## src/rtl/hazard_ctrl_if.sv

```systemverilog
// Hazard-control bundle between the pipeline datapath and hazard_ctrl.
// master: datapath side; slave: the hazard control unit.
interface hazard_ctrl_if #(
    parameter int REG_W = 5
);
    logic [REG_W-1:0] id_rs1;
    logic [REG_W-1:0] id_rs2;
    logic             id_rs1_used;
    logic             id_rs2_used;
    logic             ex_valid;
    logic [REG_W-1:0] ex_rd;
    logic             ex_is_load;
    logic             ex_is_mem;
    logic             ex_is_mul;
    logic             mem_ready;
    logic             br_taken;
    logic             stall_pc;
    logic             stall_ifid;
    logic             flush_ifid;
    logic             stall_idex;
    logic             flush_idex;
    logic             busy;

    modport master (
        output id_rs1, id_rs2, id_rs1_used, id_rs2_used,
        output ex_valid, ex_rd, ex_is_load, ex_is_mem, ex_is_mul,
        output mem_ready, br_taken,
        input  stall_pc, stall_ifid, flush_ifid,
        input  stall_idex, flush_idex, busy
    );

    modport slave (
        input  id_rs1, id_rs2, id_rs1_used, id_rs2_used,
        input  ex_valid, ex_rd, ex_is_load, ex_is_mem, ex_is_mul,
        input  mem_ready, br_taken,
        output stall_pc, stall_ifid, flush_ifid,
        output stall_idex, flush_idex, busy
    );
endinterface

```

## src/rtl/hazard_ctrl.sv

```systemverilog
// Stall/flush generation for the IF -> ID -> EX pipeline: load-use,
// multi-cycle multiply, data-memory wait and taken-branch redirect.
module hazard_ctrl #(
    parameter int REG_W      = 5,
    parameter int MUL_CYCLES = 4,
    parameter int CNT_W      = 4
) (
    input logic         clk,
    input logic         rst,
    hazard_ctrl_if.slave hz
);
    typedef enum logic [1:0] {
        RUN      = 2'd0,
        MUL_BUSY = 2'd1,
        MEM_WAIT = 2'd2
    } state_e;

    localparam logic [CNT_W-1:0] MUL_LAST = CNT_W'(MUL_CYCLES - 1);
    localparam bit               MUL_MULTI = (MUL_CYCLES > 1);

    state_e           state_q, state_d;
    logic [CNT_W-1:0] mul_cnt_q, mul_cnt_d;
    logic             busy_q, busy_d;

    logic mem_hold;
    logic mul_hold;
    logic br_hit;
    logic rs1_hit;
    logic rs2_hit;
    logic load_use;

    assign mem_hold = hz.ex_valid & hz.ex_is_mem & ~hz.mem_ready;
    assign mul_hold = hz.ex_valid & hz.ex_is_mul & MUL_MULTI;
    assign br_hit   = hz.ex_valid & hz.br_taken;
    assign rs1_hit  = hz.id_rs1_used & (hz.id_rs1 == hz.ex_rd);
    assign rs2_hit  = hz.id_rs2_used & (hz.id_rs2 == hz.ex_rd);
    assign load_use = hz.ex_valid & hz.ex_is_load
                    & (hz.ex_rd != '0) & (rs1_hit | rs2_hit);

    always_comb begin
        state_d        = state_q;
        mul_cnt_d      = mul_cnt_q;
        hz.stall_pc    = 1'b0;
        hz.stall_ifid  = 1'b0;
        hz.flush_ifid  = 1'b0;
        hz.stall_idex  = 1'b0;
        hz.flush_idex  = 1'b0;
        if (rst) begin
            state_d   = RUN;
            mul_cnt_d = '0;
        end else begin
            unique case (state_q)
                RUN: begin
                    if (mem_hold) begin
                        hz.stall_pc   = 1'b1;
                        hz.stall_ifid = 1'b1;
                        hz.stall_idex = 1'b1;
                        state_d       = MEM_WAIT;
                    end else if (mul_hold) begin
                        hz.stall_pc   = 1'b1;
                        hz.stall_ifid = 1'b1;
                        hz.stall_idex = 1'b1;
                        mul_cnt_d     = CNT_W'(1);
                        state_d       = MUL_BUSY;
                    end else if (br_hit) begin
                        hz.flush_ifid = 1'b1;
                        hz.flush_idex = 1'b1;
                    end else if (load_use) begin
                        // Hold the consumer in ID and send one bubble down.
                        hz.stall_pc   = 1'b1;
                        hz.stall_ifid = 1'b1;
                        hz.flush_idex = 1'b1;
                    end
                end
                MUL_BUSY: begin
                    if (mul_cnt_q == MUL_LAST) begin
                        mul_cnt_d = '0;
                        state_d   = RUN;
                    end else begin
                        hz.stall_pc   = 1'b1;
                        hz.stall_ifid = 1'b1;
                        hz.stall_idex = 1'b1;
                        mul_cnt_d     = mul_cnt_q + CNT_W'(1);
                    end
                end
                MEM_WAIT: begin
                    if (hz.mem_ready) begin
                        state_d = RUN;
                    end else begin
                        hz.stall_pc   = 1'b1;
                        hz.stall_ifid = 1'b1;
                        hz.stall_idex = 1'b1;
                    end
                end
                default: begin
                    state_d   = RUN;
                    mul_cnt_d = '0;
                end
            endcase
        end
        busy_d = (state_d != RUN);
    end

    assign hz.busy = busy_q & ~rst;

    always_ff @(posedge clk) begin
        if (rst) begin
            state_q   <= RUN;
            mul_cnt_q <= '0;
            busy_q    <= 1'b0;
        end else begin
            state_q   <= state_d;
            mul_cnt_q <= mul_cnt_d;
            busy_q    <= busy_d;
        end
    end
endmodule

```

## src/flat_wrapper.sv

```systemverilog
// flat-port wrapper written by rule: the top's interface ports become plain ports
module hazard_ctrl_flat 
#(
    parameter int REG_W      = 5,
    parameter int MUL_CYCLES = 4,
    parameter int CNT_W      = 4
)
  (clk, rst, hz_id_rs1, hz_id_rs2, hz_id_rs1_used, hz_id_rs2_used, hz_ex_valid, hz_ex_rd, hz_ex_is_load, hz_ex_is_mem, hz_ex_is_mul, hz_mem_ready, hz_br_taken, hz_stall_pc, hz_stall_ifid, hz_flush_ifid, hz_stall_idex, hz_flush_idex, hz_busy);
  hazard_ctrl_if #(.REG_W(REG_W)) hz_i ();
  input logic clk;
  input logic rst;
  input wire logic [$bits(hz_i.id_rs1)-1:0] hz_id_rs1;
  input wire logic [$bits(hz_i.id_rs2)-1:0] hz_id_rs2;
  input wire logic [$bits(hz_i.id_rs1_used)-1:0] hz_id_rs1_used;
  input wire logic [$bits(hz_i.id_rs2_used)-1:0] hz_id_rs2_used;
  input wire logic [$bits(hz_i.ex_valid)-1:0] hz_ex_valid;
  input wire logic [$bits(hz_i.ex_rd)-1:0] hz_ex_rd;
  input wire logic [$bits(hz_i.ex_is_load)-1:0] hz_ex_is_load;
  input wire logic [$bits(hz_i.ex_is_mem)-1:0] hz_ex_is_mem;
  input wire logic [$bits(hz_i.ex_is_mul)-1:0] hz_ex_is_mul;
  input wire logic [$bits(hz_i.mem_ready)-1:0] hz_mem_ready;
  input wire logic [$bits(hz_i.br_taken)-1:0] hz_br_taken;
  output wire logic [$bits(hz_i.stall_pc)-1:0] hz_stall_pc;
  output wire logic [$bits(hz_i.stall_ifid)-1:0] hz_stall_ifid;
  output wire logic [$bits(hz_i.flush_ifid)-1:0] hz_flush_ifid;
  output wire logic [$bits(hz_i.stall_idex)-1:0] hz_stall_idex;
  output wire logic [$bits(hz_i.flush_idex)-1:0] hz_flush_idex;
  output wire logic [$bits(hz_i.busy)-1:0] hz_busy;
  assign hz_i.id_rs1 = hz_id_rs1;
  assign hz_i.id_rs2 = hz_id_rs2;
  assign hz_i.id_rs1_used = hz_id_rs1_used;
  assign hz_i.id_rs2_used = hz_id_rs2_used;
  assign hz_i.ex_valid = hz_ex_valid;
  assign hz_i.ex_rd = hz_ex_rd;
  assign hz_i.ex_is_load = hz_ex_is_load;
  assign hz_i.ex_is_mem = hz_ex_is_mem;
  assign hz_i.ex_is_mul = hz_ex_is_mul;
  assign hz_i.mem_ready = hz_mem_ready;
  assign hz_i.br_taken = hz_br_taken;
  assign hz_stall_pc = hz_i.stall_pc;
  assign hz_stall_ifid = hz_i.stall_ifid;
  assign hz_flush_ifid = hz_i.flush_ifid;
  assign hz_stall_idex = hz_i.stall_idex;
  assign hz_flush_idex = hz_i.flush_idex;
  assign hz_busy = hz_i.busy;
  hazard_ctrl #(.REG_W(REG_W), .MUL_CYCLES(MUL_CYCLES), .CNT_W(CNT_W)) u_core (.clk(clk), .rst(rst), .hz(hz_i));
endmodule
```

## config.mk

```make
export PLATFORM = sky130hd
export DESIGN_NAME = hazard_ctrl_flat
export DESIGN_NICKNAME = d
export VERILOG_FILES = /design/src/rtl/hazard_ctrl_if.sv /design/src/rtl/hazard_ctrl.sv /design/src/flat_wrapper.sv
export SDC_FILE = /design/constraint.sdc
export NUM_CORES = 1
export LEC_CHECK = 0
export ABC_AREA = 1
export BUFFER_PORTS_ARGS = -buffer_cell sky130_fd_sc_hd__buf_2
export CAP_MARGIN = 10
export CELL_PAD_IN_SITES_DETAIL_PLACEMENT = 0
export CELL_PAD_IN_SITES_GLOBAL_PLACEMENT = 2
export CORE_AREA = 5 5 63 65
export DETAILED_ROUTE_END_ITERATION = 8
export DIE_AREA = 0 0 68 70
export PLACE_DENSITY = 0.81
export REMOVE_ABC_BUFFERS = 1
export SYNTH_ARGS = -nofsm -noshare
export SYNTH_HDL_FRONTEND = slang
export SYNTH_SLANG_ARGS = --single-unit
```

## constraint.sdc

```tcl
create_clock -name clk -period 1.65 [get_ports clk]
set_input_delay 0.2475 -clock clk [delete_from_list [all_inputs] [get_ports clk]]
set_output_delay 0.2475 -clock clk [all_outputs]
set_load 0.005 [all_outputs]
```

======== Word-level counts from Yosys, hierarchy flattened ========
Cells that the tools add are included.
Widths: inputs -> output; s select.
storage, ports and cells
  bits of input ports ..................... 25
  word-level logic and storage cells ...... 61
  flip-flop bits (word level) ............. 7
operators by class
  reduce and logical (&&, ||, !) cells .... 4
  equal/unequal tests ..................... 7
  muxes and demuxes ....................... 32
  $add $sub $neg .......................... 1
  bitwise operators ....................... 14
operators by type and width
  cell                 number
  $mux 1               20
  $mux 4               3
  $pmux 4 s3           1
  $and 1x1->1          10
  $eq 5x5->1           2
  $mux 2               5
  $pmux 1 s3           2
  $pmux 2 s3           1
  $reduce_bool 5->1    1
  $add 4x1->4 const B  1
  $eq 4x2->1 const B   1
  $not 1->1            3
  $reduce_and 3->1     1
  $eq 2x1->1 const B   1
  $eq 2x2->1 const B   1
  $logic_not 2->1      1
  $ne 2x1->1 const B   1
  $ne 2x2->1 const B   1
  $reduce_bool 2->1    1
  $or 1x1->1           1

======== Logic depth before layout (Yosys ltp) ========
Gate-level depths: netlist of run 1.
  word-level depth ........................ 10
  gate-level depth with buffers ........... 9
  gate-level depth less buffers ........... 8

======== Worst setup path before layout of run 1 ========
OpenSTA, ideal clock, no wires.
  kind .................................... register to output
  start point ............................. reg u_core.mul_cnt_q[0]
  end point ............................... out hz_stall_pc
  arrival time ............................ 1.169 ns
  stages on the path, launching flop included .. 8
  setup slack ............................. 0.233 ns
  cell sequence ........................... dfxtp_1 -> ha_1 -> nand3_1 -> nand2_1 -> nand3_1 -> a21oi_2 -> a21oi_1 -> buf_4
on the way
  longest elaborated chain between the ends .. 4
RTL lines
  what                      RTL line            text
  start: declaration        hazard_ctrl.sv:22   logic [CNT_W-1:0] mul_cnt_q, mul_cnt_d;
  start signal: assignment  hazard_ctrl.sv:113  mul_cnt_q <= mul_cnt_d;
  $eq 4x2->1                hazard_ctrl.sv:76   if (mul_cnt_q == MUL_LAST) begin
  $mux 1                    -
  $pmux 1 s3                -
  $mux 1                    -
  end: declaration          flat_wrapper.sv:23  output wire logic [$bits(hz_i.stall_pc)-1:0] hz_stall_pc;
No other way between the ends.

======== Final worst setup path of run 1 ========
  start point ............................. reg u_core.mul_cnt_q[1]
  end point ............................... out hz_stall_pc
on the way
  longest elaborated chain between the ends .. 4
RTL lines
  what        RTL line           text
  $eq 4x2->1  hazard_ctrl.sv:76
  $mux 1      hazard_ctrl.sv:76
  $pmux 1 s3  hazard_ctrl.sv:52  unique case (state_q)
  $mux 1      hazard_ctrl.sv:48  if (rst) begin
No other way between the ends.

==> flow_summary.ini, run 1 <==
[finish]
seq_area_um2 = 148
drive_above_1_share_pct = 41.5
fin_area_um2 = 1100
final_nets = 191
num-fill-cells = 368
multi_input_area_um2 = 510
n_antenna_cell = 0
finish.utilization_pct = 33.4
area_delta_synth_final_pct = 63.0

[routing]
drc = 0
drtIter0Drc = 30
viasPerCell = 4.02
firstDrtPassIters = 5
wl_per_cell_um = 10.2
routed_wl_um = 2140
detail-route-antenna-nets = 0
vias = 844

[placed_design]
dp_hpwl_um = 1540
gp_congestion = 0.777
portBuffers = 30
dpl_cell_area_um2 = 870

[setup_path]
slowest_stage = dfxtp_2
ff2ff_path_depth = 9
critical_path_class = reg -> out
crit_end = hz_stall_pc
r2r_setup_slack_ns = 0.42
crit_required_ns = 1.40
r2r_end = u_core.mul_cnt_q[3]
r2r_start = u_core.state_q[1]
critPathArrivalTime_ns = 1.40
cp.depth = 7
end_kind = output pin
crit_start = u_core.mul_cnt_q[1]
cp_max_fo = 3
crit_top_cell = nand3_4
critPathBufInv = 1
path_delay_family = flip-flops
critical_path.cell_chain = ha_4 > nand3_4 > nand2_4 > nand3_4 > a21oi_4 > a21oi_2 > buf_2
critical-path-max-stage-delay_ns = 0.36
start_kind = flop

[synthesis]
synth_edf_count = 0
postSynthCellCount = 120
avgSynthCellArea_um2 = 5.61
yosysWarnings = 0
synth_largest_area_cell = nand2_1
synth.distinct_cells = 19
synth_common_cells = 38 x nand2_1, 24 x inv_1, 17 x nor2_1, 11 x nand3_1, 7 x dfxtp_1
synth_seq_area_share_pct = 20.8
async_reset_ff_share_pct = 0
ys_ff_latch = 7
synth_ff_type = dfxtp_1
synthesis.area_um2 = 673
synth.area.top_cells = nand2_1 21%, dfxtp_1 21%, inv_1 13%
synth_top_area_share_pct = 21.2
yosysMostFrequentCell = nand2_1

[die]
dieWidth_um = 68
core_um2 = 3280
dieArea_um2 = 4760
start_util_pct = 20.5
die_y_um = 70
ios = 31
rows = 21

[power_and_ir_drop]
p_switching_w = 0.000205
power.density_nw_per_um2 = 535
pwr-share-seq_pct = 31.9
power.share.clock_pct = 28.7
p_sw_share_pct = 34.9
p_int_w = 0.000382
p_comb_share_pct = 39.4
ir_drop_mv = 0.378
p_leak_nw = 0.590
power_w = 0.000587

[clocking]
cts_tree = built
clock_tree.buffer_depth = 2
worstSkewPairLatency_ns = 0.26
cts_root_buffer = clkbuf_4
cts_buffers = 3
cts_sinks = 7
cts.hold.buffers_added = 0
clk_pin_slew_ns = 0.06
cts-htree-levels = 1

[sta]
rsz0062_at_grt = yes
clock.fmax_mhz = 606
setup_viol = 0
slew_viol_final = 0
maxSlewHeadroom_pct = 86.9
final-hold-violation-count = 0
finalCritPeriodShare_pct = 100
tightestPinTransition_ns = 0.196
fin_skew_ns = 0.00136
tns_ns = 0
min_period_ns = 1.65

[grt]
grt_pass1_wl_um = 3420
track_usage_pct = 9.08
grt_pass1_vias = 809
grt_max_degree = 10
overflow = 0
antenna_found_initial = 0

[worst_hold_path]
min_path_cells = 2
hold_path_class = in -> reg

[outcome]
run_status = complete, no violations

[job]
cap_violations = 0
-- layout make-up --
class,instances,share of cell area [%]
tap,46,5.25
timing repair buffer,42,24.2
inverter,24,8.21
multi-input combinational,87,46.5
sequential,7,13.5
clock buffer,4,2.39
-- worst register-to-register path: stages (launching register included) --
cell     delay (ns)
dfxtp_4        0.37
buf_12         0.13
nor2_4         0.12
nand2_4        0.08
buf_4          0.14
nand3_1        0.07
nand2_1        0.06
inv_1          0.07
nand2_1        0.05
nor2_1         0.08
-- placed cells by master (no fill, tap or decap) --
cell type  netlist  routed
nand2_1         38      36
buf_2            0      30
inv_1           24      22
nor2_1          17      15
buf_4            1      10
nand3_1         11       8
a21oi_1          6       5
nand2_4          1       3
nor3_1           3       3
clkbuf_4         0       3
dfxtp_1          7       3
dfxtp_2          0       3
nand4_1          2       2
nor2_4           1       2
nand3_4          0       2
inv_2            0       2
o21ai_2          2       2
buf_12           0       2
nand2_2          1       1
nand4_4          1       1
a21oi_4          0       1
nor2_2           0       1
nand3_2          0       1
a21oi_2          1       1
o21ai_4          1       1
a211oi_1         1       1
ha_4             0       1
clkbuf_1         1       1
dfxtp_4          0       1
-- flip-flops by register name, summed over array words and instances (netlist names) --
signal and flops:
u_core.state_q 2, u_core.busy_q 1, u_core.mul_cnt_q 4
-- cells by family after synthesis --
logic type	count (synthesis)	share of synthesized area, %
compound gates	11	11.9
fa+ha+maj	1	1.86
buf+inv	26	15.1
flops	7	20.8
simple gates	75	50.4
-- how the worst min path moves through the flow --
| stage | from | end | slack [ns] |
|---|---|---|---|
| floorplan | rst | u_core.mul_cnt_q[1] | 0.32 |
| global placement | u_core.mul_cnt_q[1] | u_core.mul_cnt_q[1] | 0.47 |
| detailed placement | u_core.mul_cnt_q[1] | u_core.mul_cnt_q[1] | 0.48 |
| CTS | rst | u_core.mul_cnt_q[1] | 0.27 |
| global route | rst | u_core.mul_cnt_q[1] | 0.30 |
| finish | rst | u_core.mul_cnt_q[1] | 0.29 |
-- per-layer routing --
layer  track usage (%)  vias up  routed length (um)
met2              13.6       26                 994
li1                  -      457                   -
met3              2.88        4                 128
met1              12.2      357                 997
met5                 0        -                   0
met4              2.65        0                  19
-- stage by stage --
stage               cells  worst slack, ns  hold WS (ns)
floorplan             118            0.345         0.317
global placement      194            0.159         0.474
detailed placement    194            0.135         0.477
CTS                   202          0.00217         0.272
global route          210          -0.0704         0.302
finish                210         0.000786         0.288
-- timing repair --
| item | in CTS | in global routing |
|---|---|---|
| pin swaps | 3 | 6 |
| gates resized for setup | 11 | 12 |
| setup endpoints to repair | 3 | 4 |
| setup buffers | 4 | 8 |
-- power by group through the flow --
stage / Clock [W] / Combinational [W] / Sequential, W
floorplan: 0 / 0.0000976 / 0.000188
global placement: 0 / 0.000163 / 0.000189
detailed placement: 0 / 0.000164 / 0.000190
CTS: 0.000169 / 0.000190 / 0.000187
global route: 0.000178 / 0.000259 / 0.000188
finish: 0.000168 / 0.000231 / 0.000187
(Power assumes the default switching activity.)
==> run 2, diff against run 1 <==
- CTS_CLUSTER_DIAMETER: default -> 30
- clock period: 1.65 -> 1.6 ns (I/O delays scaled with it)
==> flow_summary.ini, run 2 (synthesized netlist as in run 1, its figures left out) <==
[sta]
rsz0062_at_grt = yes
slew_viol_final = 0
final-hold-violation-count = 0
finalCritPeriodShare_pct = 102
tns_ns = -0.0783
maxSlewHeadroom_pct = 86.5
clock.fmax_mhz = 613
setup_ws_ns = -0.0307
min_period_ns = 1.63
tightestPinTransition_ns = 0.201
setup_viol = 3
fin_skew_ns = 0.00103

[routing]
firstDrtPassIters = 4
drtIter0Drc = 36
wl_per_cell_um = 10.7
detail-route-antenna-nets = 0
vias = 866
drc = 0
viasPerCell = 4.05
routed_wl_um = 2280

[setup_path]
critical-path-max-stage-delay_ns = 0.35
slowest_stage = dfxtp_2
critical_path.cell_chain = ha_4 > nand3_4 > nand2_4 > nand3_4 > a21oi_4 > a21oi_2 > buf_2
critical_path_class = reg -> out
r2r_start = u_core.state_q[0]
start_kind = flop
cp_max_fo = 3
end_kind = output pin
r2r_setup_slack_ns = 0.02
critPathArrivalTime_ns = 1.39
crit_end = hz_stall_ifid
crit_start = u_core.mul_cnt_q[0]
crit_required_ns = 1.36
ff2ff_path_depth = 12
r2r_end = u_core.mul_cnt_q[3]
crit_top_cell = nand3_4

[finish]
fin_area_um2 = 1100
final_nets = 195
finish.utilization_pct = 33.4
num-fill-cells = 372
final_cell_mix = 37 x nand2_1, 30 x buf_2, 21 x inv_1
drive_above_1_share_pct = 43.5
area_delta_synth_final_pct = 63.2
n_antenna_cell = 0
final_common_cell = nand2_1
largest_register = u_core.mul_cnt_q
largest_reg_flops = 4
largestRegisters = u_core.mul_cnt_q x4, u_core.state_q x2, u_core.busy_q x1

[power_and_ir_drop]
pwr-share-seq_pct = 31.9
ir_drop_mv = 0.307
p_comb_share_pct = 39.1
p_switching_w = 0.000214
p_sw_share_pct = 35.3
p_leak_nw = 0.595
power.density_nw_per_um2 = 553
power_w = 0.000607
p_int_w = 0.000393
power.share.clock_pct = 29.0

[clocking]
cts_sinks = 7
clk_pin_slew_ns = 0.06
cts-htree-levels = 1
cts_buffers = 3
clock_tree.buffer_depth = 2
cts_tree = built
worstSkewPairLatency_ns = 0.26
cts_root_buffer = clkbuf_4

[die]
ios = 31
dieWidth_um = 68
die_y_um = 70
rows = 21
start_util_pct = 20.5
core_um2 = 3280
dieArea_um2 = 4760

[outcome]
run_status = finished, violations left
violations = negative setup slack

[worst_hold_path]
hold_path_class = in -> reg

[placed_design]
gp_congestion = 0.776
portBuffers = 30
dp_hpwl_um = 1620
dpl_cell_area_um2 = 870

[grt]
overflow = 0
antenna_found_initial = 0
grt_max_degree = 10
grt_pass1_vias = 908
grt_pass1_wl_um = 3730
track_usage_pct = 10.0

[job]
cap_violations = 0
## run 2: power by group through the flow
stage | Combinational (W) | Clock [W] | Sequential [W]
2_1_floorplan | 0.000101 | 0 | 0.000194
3_3_place_gp | 0.000168 | 0 | 0.000195
3_5_place_dp | 0.000170 | 0 | 0.000196
4_1_cts | 0.000201 | 0.000179 | 0.000193
5_1_grt | 0.000266 | 0.000196 | 0.000195
6_report | 0.000237 | 0.000176 | 0.000193
## run 2: how the worst min path moves through the flow
stage                                    from             endpoint  depth (start not counted)
after floorplan                           rst  u_core.mul_cnt_q[1]                          1
after global placement    u_core.mul_cnt_q[1]  u_core.mul_cnt_q[1]                          2
after detailed placement  u_core.mul_cnt_q[1]  u_core.mul_cnt_q[1]                          2
after CTS                                 rst  u_core.mul_cnt_q[1]                          2
after global routing                      rst  u_core.mul_cnt_q[1]                          2
final                                     rst  u_core.mul_cnt_q[1]                          2
## run 2: per-stage QoR
step / worst slack (ns) / cells / hold slack, ns
final: -0.0307 / 214 / 0.270
after global routing: -0.118 / 214 / 0.270
after CTS: -0.0350 / 207 / 0.261
after detailed placement: 0.0914 / 194 / 0.480
after global placement: 0.129 / 194 / 0.473
after floorplan: 0.303 / 118 / 0.309
## run 2: repair_timing
| action | in CTS | in global routing |
|---|---|---|
| endpoints found under the setup margin | 3 | 7 |
| setup buffers | 9 | 7 |
| pin swaps | 5 | 6 |
| resized for setup | 11 | 12 |
| hold buffers | 0 | 0 |
## run 2: area by class of cell
class,instances,area [um^2],share of cell area (%)
Timing Repair Buffer,46,270,24.6
Clock buffer,4,26.3,2.39
Multi-Input combinational cell,87,507,46.1
Tap cell,46,57.6,5.24
Inverter,24,90.1,8.20
Sequential cell,7,148,13.4
## run 2: routing by layer
metal,part of all wire (%),global-route usage (%)
met1,44,11.8
met2,50,16.3
met3,4.7,2.88
met4,1.2,4.42
met5,0,0
## run 2: worst max-delay path, delay by kind of cell (launching register included)
| family | cells | cell delay [ns] |
|---|---|---|
| and+or+nand+nor | 3 | 0.26 |
| adders and majority gates | 1 | 0.15 |
| buffers and inverters | 1 | 0.13 |
| AOI/OAI and AO/OA | 2 | 0.24 |
| DFF | 1 | 0.35 |
==> run 3, diff against run 2 <==
- ABC_AREA: 1 -> 0
- CORE_AREA: 5 5 63 65 -> 5 5 57 59
- DIE_AREA: 0 0 68 70 -> 0 0 62 64
- MAX_ROUTING_LAYER: default -> met4
- PLACE_DENSITY: 0.81 -> 0.79
==> flow_summary.ini, run 3 <==
[finish]
n_antenna_cell = 0
largestRegisters = u_core.mul_cnt_q x4, u_core.state_q x2, u_core.busy_q x1
area_delta_synth_final_pct = 60.9
final_cell_mix = 29 x buf_2, 11 x buf_4, 8 x xor2_1
final_nets = 138
drive_above_1_share_pct = 51.4
largest_reg_flops = 4
final_common_cell = buf_2
finish.utilization_pct = 33.3
largest_register = u_core.mul_cnt_q

[setup_path]
critPathArrivalTime_ns = 1.59
critical_path_class = reg -> out
crit_required_ns = 1.36
start_kind = flop
cp_max_fo = 2
end_kind = output pin

[clocking]
clk_pin_slew_ns = 0.05
cts_sinks = 7
cts_root_buffer = clkbuf_4
cts_tree = built
clock_tree.buffer_depth = 2
worstSkewPairLatency_ns = 0.24
cts_buffers = 3
cts-htree-levels = 1

[sta]
fin_skew_ns = 0.00306
slew_viol_final = 0
setup_ws_ns = -0.226
maxSlewHeadroom_pct = 71.1
final-hold-violation-count = 0
min_period_ns = 1.83
finalCritPeriodShare_pct = 114
tightestPinTransition_ns = 0.433
setup_viol = 5
hold_slack_ns = 0.369
rsz0062_at_grt = yes
clock.fmax_mhz = 548

[synthesis]
synthesis.area_um2 = 551
synth_simple_gate_area_share_pct = 31.6
postSynthCellCount = 69
yosysWarnings = 0
avgSynthCellArea_um2 = 7.98
synth_edf_count = 0
synth.area.top_cells = dfxtp_1 25%, xor2_1 13%, nor2_1 4.1%
synth_xor_area_share_pct = 15.9
synth_common_cells = 8 x xor2_1, 7 x dfxtp_1, 6 x nor2_1, 4 x a21oi_1
synth_seq_area_share_pct = 25.5
yosysMostFrequentCell = xor2_1
synth_compound_area_share_pct = 19.3
ys_ff_latch = 7
synthMuxAreaShare_pct = 0
synth_top_area_share_pct = 25.5
synth_adder_area_share_pct = 2.27
synth_ff_type = dfxtp_1
synth_largest_area_cell = dfxtp_1
synth_top_family_by_area = simple AND/OR/NAND/NOR gates
synth.distinct_cells = 31
async_reset_ff_share_pct = 0

[routing]
drc = 0
detail-route-antenna-nets = 0
vias = 678
wl_per_cell_um = 12.5
viasPerCell = 4.77
routed_wl_um = 1780
firstDrtPassIters = 2
drtIter0Drc = 10

[power_and_ir_drop]
pwr-share-seq_pct = 37.4
p_leak_nw = 0.397
p_switching_w = 0.000143
ir_drop_mv = 0.471
power.density_nw_per_um2 = 582
p_sw_share_pct = 27.7
p_int_w = 0.000372
power_w = 0.000515
p_comb_share_pct = 33.3
power.share.clock_pct = 29.3

[worst_hold_path]
hold_path_class = in -> reg

[placed_design]
portBuffers = 30
gp_congestion = 0.818
pre_cts_ws_ns = 0.00391
dp_hpwl_um = 1410

[grt]
use_met3_pct = 3.22
grt_pass1_wl_um = 2580
use_met1_pct = 8.15
grt.busiest_layer = met2
overflow = 0
track_usage_pct = 8.55
antenna_found_initial = 0
grt_pass1_vias = 662
grt_use_met2_pct = 15.8
grt_max_degree = 11

[die]
dieWidth_um = 62
ios = 31
start_util_pct = 20.7
dieArea_um2 = 3970
rows = 19
die_y_um = 64
core_um2 = 2660

[outcome]
violations = negative setup slack
run_status = finished, violations left

[job]
cap_violations = 0
[run 3: final timing paths]
| check | startpoint | to | slack, ns | depth (start not counted) |
|---|---|---|---|---|
| setup / recovery | u_core.mul_cnt_q[0] | hz_stall_ifid | -0.23 | 6 |
| hold / removal | rst | u_core.mul_cnt_q[3] | 0.37 | 3 |
| setup reg to reg | u_core.mul_cnt_q[0] | u_core.mul_cnt_q[0] | 0.19 | 6 |
| hold reg to reg | u_core.mul_cnt_q[3] | u_core.mul_cnt_q[3] | 0.53 | 2 |
[run 3: area by class of cell]
| type | count | area, um^2 |
|---|---|---|
| inverter | 2 | 7.51 |
| fill | 293 | 1780 |
| clock buffer | 4 | 26.3 |
| tap | 31 | 38.8 |
| multi-input combinational | 57 | 429 |
| timing repair buffer | 41 | 239 |
| sequential | 7 | 145 |
[run 3: through the flow]
| step | std cells | TNS [ns] | area [um^2] |
|---|---|---|---|
| after detailed placement | 137 | 0 | 792 |
| after global placement | 137 | 0 | 792 |
| after global routing | 142 | -1.08 | 886 |
| final | 142 | -0.791 | 886 |
| after floorplan | 66 | 0 | 528 |
| after CTS | 141 | -0.952 | 843 |
[run 3: kinds of logic (layout without fill, tap and decap cells)]
family                     Yosys count  after routing
DFF                                  7              7
and+or+nand+nor                     30             30
adders and majority gates            1              1
xor gates and xnor gates            10             10
buffers and inverters                5             47
AOI/OAI and AO/OA                   16             16
[run 3: power groups by stage]
stage | Clock (W) | Sequential [W] | Combinational (W)
2_1_floorplan | 0 | 0.000194 | 0.0000671
3_3_place_gp | 0 | 0.000192 | 0.000152
3_5_place_dp | 0 | 0.000192 | 0.000155
4_1_cts | 0.000161 | 0.000190 | 0.000164
5_1_grt | 0.000174 | 0.000193 | 0.000190
6_report | 0.000151 | 0.000192 | 0.000172
[run 3: worst max-delay path: stages, from the launching register on]
cell      delay, ns
dfxtp_2        0.35
ha_4           0.14
or3b_4         0.39
nand2_4        0.08
a31oi_4        0.07
o21bai_1       0.17
buf_2          0.14
[run 3: layer usage]
| layer | vias up | part of all wire, % |
|---|---|---|
| met5 | - | 0 |
| met4 | 0 | 0.96 |
| met3 | 2 | 12 |
| met2 | 28 | 49 |
| met1 | 312 | 38 |
| li1 | 336 | - |
[run 3: timing repair]
action | CTS | global route
resized for setup | 8 | 6
hold buffers | 0 | 0
pin swaps | 3 | 2
buffers inserted | 0 | 1
endpoints found under the setup margin | 5 | 5
